File: config.mk
export PLATFORM = sky130hd
export DESIGN_NAME = mips_mmio_out_port
export DESIGN_NICKNAME = d
export VERILOG_FILES = /design/src/rtl/mips_mmio_pkg.sv /design/src/rtl/mips_mmio_fifo.sv /design/src/rtl/mips_mmio_out_port.sv
export SDC_FILE = /design/constraint.sdc
export NUM_CORES = 1
export LEC_CHECK = 0
export ABC_AREA = 1
export BUFFER_PORTS_ARGS = -buffer_cell sky130_fd_sc_hd__buf_2
export CAP_MARGIN = 40
export CORE_ASPECT_RATIO = 0.8
export CORE_MARGIN = 8
export CORE_UTILIZATION = 45
export CTS_BUF_LIST = sky130_fd_sc_hd__clkbuf_8
export CTS_CLUSTER_SIZE = 10
export DETAILED_ROUTE_END_ITERATION = 7
export PLACE_DENSITY = 0.79
export SETUP_SLACK_MARGIN = 0.2
export SLEW_MARGIN = 30
export SYNTH_ARGS = -nofsm -noshare
export SYNTH_HDL_FRONTEND = slang
export SYNTH_HIERARCHICAL = 1
export SYNTH_SLANG_ARGS = --single-unit
File: constraint.sdc
create_clock -name clock -period 4 [get_ports clock]
set_input_delay 0.4 -clock clock [delete_from_list [all_inputs] [get_ports clock]]
set_output_delay 0.4 -clock clock [all_outputs]
set_load 0.02 [all_outputs]
File: src/rtl/mips_mmio_pkg.sv
// ============================================================================
// Module  : mips_mmio_pkg
// Brief   : Register offsets, STATUS bit positions and default window base
//           shared by the MMIO output port and its FIFO.
// Revision: 1.0  initial release
// ============================================================================
`default_nettype none

package mips_mmio_pkg;

  localparam logic [31:0] DEFAULT_BASE_ADDR = 32'hFFFF_0000;

  // Word offsets within the window, taken from address[3:2]
  localparam logic [1:0] OFF_DATA   = 2'd0;
  localparam logic [1:0] OFF_STATUS = 2'd1;
  localparam logic [1:0] OFF_HALT   = 2'd2;
  localparam logic [1:0] OFF_COUNT  = 2'd3;

  // STATUS flag positions, relative to bit CNT_W of the status word
  localparam int ST_EMPTY = 0;
  localparam int ST_FULL  = 1;
  localparam int ST_HALT  = 2;
  localparam int ST_OVF   = 3;

endpackage

`default_nettype wire

File: src/rtl/mips_mmio_fifo.sv
// ============================================================================
// Module  : mips_mmio_fifo
// Brief   : 32-bit synchronous FIFO with show-ahead head word, asynchronous
//           active-high reset and occupancy count.
// Revision: 1.0  initial release
// ============================================================================
`default_nettype none

module mips_mmio_fifo #(
  parameter int DEPTH = 4,
  parameter int CNT_W = 3
) (
  input  logic             clock,
  input  logic             reset,
  input  logic             push,
  input  logic             pop,
  input  logic [31:0]      din,
  output logic [31:0]      dout,
  output logic             full,
  output logic             empty,
  output logic [CNT_W-1:0] count
);

  localparam int AW = $clog2(DEPTH);

  logic [31:0]      mem [DEPTH];
  // One extra bit beyond the address lets wr-rd distinguish full from empty
  logic [CNT_W-1:0] wr_ptr;
  logic [CNT_W-1:0] rd_ptr;
  logic             do_push;
  logic             do_pop;

  assign count   = wr_ptr - rd_ptr;
  assign full    = (count == CNT_W'(DEPTH));
  assign empty   = (count == '0);
  assign do_pop  = pop && !empty;
  assign do_push = push && (!full || do_pop);
  assign dout    = empty ? 32'd0 : mem[rd_ptr[AW-1:0]];

  always_ff @(posedge clock or posedge reset) begin
    if (reset) begin
      wr_ptr <= '0;
      rd_ptr <= '0;
    end else begin
      if (do_push) wr_ptr <= wr_ptr + 1'b1;
      if (do_pop)  rd_ptr <= rd_ptr + 1'b1;
    end
  end

  always_ff @(posedge clock) begin
    if (do_push) mem[wr_ptr[AW-1:0]] <= din;
  end

endmodule

`default_nettype wire

File: src/rtl/mips_mmio_out_port.sv
// ============================================================================
// Module  : mips_mmio_out_port
// Brief   : MMIO output responder: DATA push FIFO, STATUS, sticky HALT and
//           overflow. Define MIPS_MMIO_OUT_COUNT_EN for the delivered-word
//           counter at +0xC.
// Revision: 1.0  initial release
// ============================================================================
`default_nettype none

module mips_mmio_out_port
  import mips_mmio_pkg::*;
#(
  parameter logic [31:0] BASE_ADDR = DEFAULT_BASE_ADDR,
  parameter int          DEPTH     = 4,
  parameter int          CNT_W     = 3
) (
  input  logic        clock,
  input  logic        reset,
  input  logic        mem_write,
  input  logic        mem_read,
  input  logic [31:0] address,
  input  logic [31:0] write_data,
  output logic [31:0] read_data,
  output logic        mmio_hit,
  output logic        out_valid,
  output logic [31:0] out_data,
  input  logic        out_ready,
  output logic        halt
);

  logic [1:0]       offset;
  logic             wr_hit;
  logic             push;
  logic             pop;
  logic             full;
  logic             empty;
  logic [CNT_W-1:0] count;
  logic             overflow;
  logic             ovf_set;
  logic             ovf_clr;
  logic [31:0]      status_word;
  logic [31:0]      delivered;
  logic             unused_addr_lsb;

  assign unused_addr_lsb = &{1'b0, address[1:0]};

  assign mmio_hit  = (address[31:4] == BASE_ADDR[31:4]);
  assign offset    = address[3:2];
  assign wr_hit    = mem_write && mmio_hit;
  assign push      = wr_hit && (offset == OFF_DATA);
  assign out_valid = !empty;
  assign pop       = out_valid && out_ready;
  assign ovf_set   = push && full && !pop;
  assign ovf_clr   = wr_hit && (offset == OFF_STATUS) && write_data[0];

  mips_mmio_fifo #(
    .DEPTH (DEPTH),
    .CNT_W (CNT_W)
  ) u_fifo (
    .clock (clock),
    .reset (reset),
    .push  (push),
    .pop   (pop),
    .din   (write_data),
    .dout  (out_data),
    .full  (full),
    .empty (empty),
    .count (count)
  );

  always_ff @(posedge clock or posedge reset) begin
    if (reset) begin
      halt     <= 1'b0;
      overflow <= 1'b0;
    end else begin
      if (wr_hit && (offset == OFF_HALT)) halt <= 1'b1;
      // A new overflow outranks a same-cycle clear
      if (ovf_set)      overflow <= 1'b1;
      else if (ovf_clr) overflow <= 1'b0;
    end
  end

`ifdef MIPS_MMIO_OUT_COUNT_EN
  always_ff @(posedge clock or posedge reset) begin
    if (reset) begin
      delivered <= 32'd0;
    end else if (wr_hit && (offset == OFF_COUNT)) begin
      delivered <= 32'd0;
    end else if (pop) begin
      delivered <= delivered + 32'd1;
    end
  end
`else
  assign delivered = 32'd0;
`endif

  always_comb begin
    status_word                  = 32'd0;
    status_word[CNT_W-1:0]       = count;
    status_word[CNT_W+ST_EMPTY]  = empty;
    status_word[CNT_W+ST_FULL]   = full;
    status_word[CNT_W+ST_HALT]   = halt;
    status_word[CNT_W+ST_OVF]    = overflow;
  end

  always_comb begin
    read_data = 32'd0;
    if (mem_read && mmio_hit) begin
      case (offset)
        OFF_STATUS: read_data = status_word;
        OFF_COUNT:  read_data = delivered;
        default:    read_data = 32'd0;
      endcase
    end
  end

endmodule

`default_nettype wire

==> results.yml <==
clocking:
  cts_root_buf: "clkbuf_8"
  cts_tree: "built"
  post_cts_buffers: 0
  h-tree-depth: 4
  clkTransAtPathRegs_ns: 0.08
  clock_path_buffers: 2
  clkLatencyLatePin_ns: 0.42
  tritoncts_num_sinks: 136
  cts-buffers-inserted: 17
critical_path:
  path_buf_inv: 5
  cp-start-kind: "flop"
  cp_top_family: "simple AND/OR/NAND/NOR gates"
  rrSetupSlack_ns: 0.79
  slowest_stage: "nor2_4"
  worstPathRequired_ns: 4.12
  crit_start: "u_fifo/wr_ptr[0]"
  r2r-start: "u_fifo/wr_ptr[0]"
  crit_chain: "inv_1, ha_1, fa_1, nand2_1, inv_1, nand3_4, inv_1, nor2_1, inv_1, nand3_4, nand2_4, nor2_4, buf_12"
  crit_arrival_ns: 3.33
  r2r_end: "u_fifo/mem[2][21]"
  worst_setup_path_end_kind: "flop"
  reg2reg_depth: 13
  path_depth: 13
  crit_path_max_fanout: 17
  cpPeakStageDelay_ns: 0.53
  path_common_cell: "inv_1"
  crit_type: "reg2reg"
placement:
  placed_area_um2: 6830
  dp_hpwl_um: 7790
  gp_congestion: 0.797
  port_buffers: 108
global_route:
  grt_util_all_layers: 0.138
  first_global_vias: 3877
  antenna_found_initial: 1
  overflow: 0
  grt_start_max_net_pins: 68
  grt_pass1_wl_um: 19400
  grt_use_met1: 0.160
  grt.busiest_layer: "met2"
  grt_use_met2: 0.236
  use_met3: 0.0485
job:
  cap_violations: 0
detailed_routing:
  vias: 4004
  wirelength_um: 12300
  wire_per_inst_um: 14.2
  drc_errors: 0
  drt-pass1-iter-count: 4
  drtAntennaViolNets: 0
  drt_iter0_drc: 310
  routed_via_density: 4.64
pwr:
  clock_power_share: 0.417
  pwr-share-comb: 0.027
  p_int_mw: 2.25
  power.density_nw_per_um2: 385
  pwr-share-seq: 0.556
  p_sw_mw: 0.545
  p_leak_nw: 3.08
  p_sw_frac: 0.195
  peakVddDrop_mv: 0.333
logic_synthesis:
  synth.area.top_cells: "edfxtp_1 62%, nor2_1 6.9%, o21ai_0 5.4%"
  synth_cells: 562
  ys_warn_count: 6
  synth_commonest_cells: "128 x edfxtp_1, 115 x nor2_1, 67 x o21ai_0"
  synth_top_area_share: 0.619
  ys.flop_type: "edfxtp_1"
  synth_edf_count: 128
  synth_seq_area_share: 0.651
  syn_area_um2: 6210
  yosysMostFrequentCell: "edfxtp_1"
  yosysTopAreaCell: "edfxtp_1"
  synthArstFlopShare: 0.0588
  ys_seq_elements: 136
  avgSynthCellArea_um2: 11.1
  yosysUniqueCellTypes: 30
finish:
  drive_gt1_frac: 0.307
  syn2layout_area_growth_pct: 16.8
  diodes: 0
  nets: 748
  fill_cells: 1156
  final_area_um2: 7260
die:
  die_h_um: 121
  dieWidth_um: 147
  std_cell_rows: 38
  ios: 136
  dieArea_um2: 17800
  placeableCoreArea_um2: 13500
  start_util: 0.460
min_path:
  holdPathStages: 1
  hold_end: "u_fifo/mem[2][6]"
  min_from: "write_data[6]"
  hold_path_class: "in2reg"
sta:
  fmax_mhz: 312
  hold_viol: 0
  setup_tns_ns: 0
  fin_crit_ns: 3.21
  fin_crit_sh: 0.801
  worst_pin_slew_ns: 0.712
  relSlewSlack: 0.525
  rsz0062_at_grt: "false"
  fin_skew_ns: 0.0105
  finalSetupViolations: 0
  drv_slew: 0
status:
  outcome: "finished clean"
[layout by cell type, fill, tap and decap left out, types with 2 or more instances in the layout]
| cell type | count |
|---|---|
| buf_12 | 3 |
| nand2_2 | 23 |
| clkinv_2 | 2 |
| inv_1 | 41 |
| buf_4 | 5 |
| buf_2 | 108 |
| nand3_4 | 2 |
| clkinv_4 | 3 |
| nand3_1 | 5 |
| edfxtp_1 | 128 |
| nand2_1 | 44 |
| nor3_2 | 7 |
| clkbuf_8 | 17 |
| o21ai_1 | 31 |
| bufinv_16 | 4 |
| nor2_1 | 111 |
| nor2_4 | 5 |
| dfrtp_2 | 2 |
| nand2_4 | 4 |
| ha_1 | 6 |
| o21ai_0 | 67 |
| dfrtp_1 | 6 |
| conb_1 | 25 |
| inv_2 | 21 |
[worst reg2reg max path, delay by kind of cell, from the launching register on]
family | cells | cell delay, ns
simple gates | 6 | 1.22
buf+inv | 5 | 0.64
flops | 1 | 0.40
fa+ha+maj | 2 | 0.67
[metal layers]
metal  up-vias  part of all wire
li1       2031                 -
met1      1861              0.43
met4         2            0.0085
met3        10             0.058
met5         -           0.00098
met2       100              0.50
[layout make-up]
class / instances / area (um^2) / area share
sequential: 136 / 4050 / 0.558
multi-input combinational: 338 / 1690 / 0.232
timing repair buffer: 117 / 648 / 0.0893
inverter: 62 / 235 / 0.0324
clock buffer: 17 / 234 / 0.0322
tap: 180 / 225 / 0.0310
clock inverter: 13 / 180 / 0.0248
[worst max-delay path by stage]
stage	end	slack (ns)
2_1_floorplan	u_fifo/mem[0][0]	0.05
5_1_grt	u_fifo/mem[2][21]	0.56
4_1_cts	u_fifo/mem[2][14]	0.75
6_report	u_fifo/mem[2][21]	0.79
3_3_place_gp	u_fifo/mem[1][30]	0.82
3_5_place_dp	u_fifo/mem[2][6]	0.77
[repair_timing]
action | CTS | global route
hold buffers | 1 | 0
gates resized for setup | 0 | 0
hold endpoints to repair | 8 | 0
[flip-flops by register name (all words and copies together) (netlist names)]
register / flops
u_fifo/rd_ptr: 3
u_fifo/mem: 128
overflow: 1
u_fifo/wr_ptr: 3
halt: 1
[through the flow]
stage	cells	power [mW]	setup WS, ns	util	hold WS (ns)
2_1_floorplan	586	1.64	0.0497	-	0.141
3_3_place_gp	832	1.66	0.822	0.506	0.269
3_5_place_dp	832	1.66	0.767	0.506	0.269
4_1_cts	863	2.82	0.752	0.537	0.155
5_1_grt	863	2.89	0.557	0.537	0.162
6_report	863	2.80	0.794	0.537	0.186
[logic make-up after synthesis]
family                     Yosys count  synth area share
AOI/OAI and AO/OA                   99            0.0797
adders and majority gates            7            0.0153
buffers and inverters              112            0.0971
other                                1          0.000604
and+or+nand+nor                    205             0.154
xor gates and xnor gates             2           0.00282
DFF                                136             0.651
[power groups by stage]
stage	logic (mW)	registers, mW	clock network [mW]
final	0.0768	1.55	1.16
after CTS	0.0764	1.55	1.19
after global placement	0.0733	1.59	0
after global routing	0.0855	1.55	1.25
after floorplan	0.0488	1.59	0
after detailed placement	0.0752	1.59	0
Note: power is estimated with default switching activity, not from simulation.
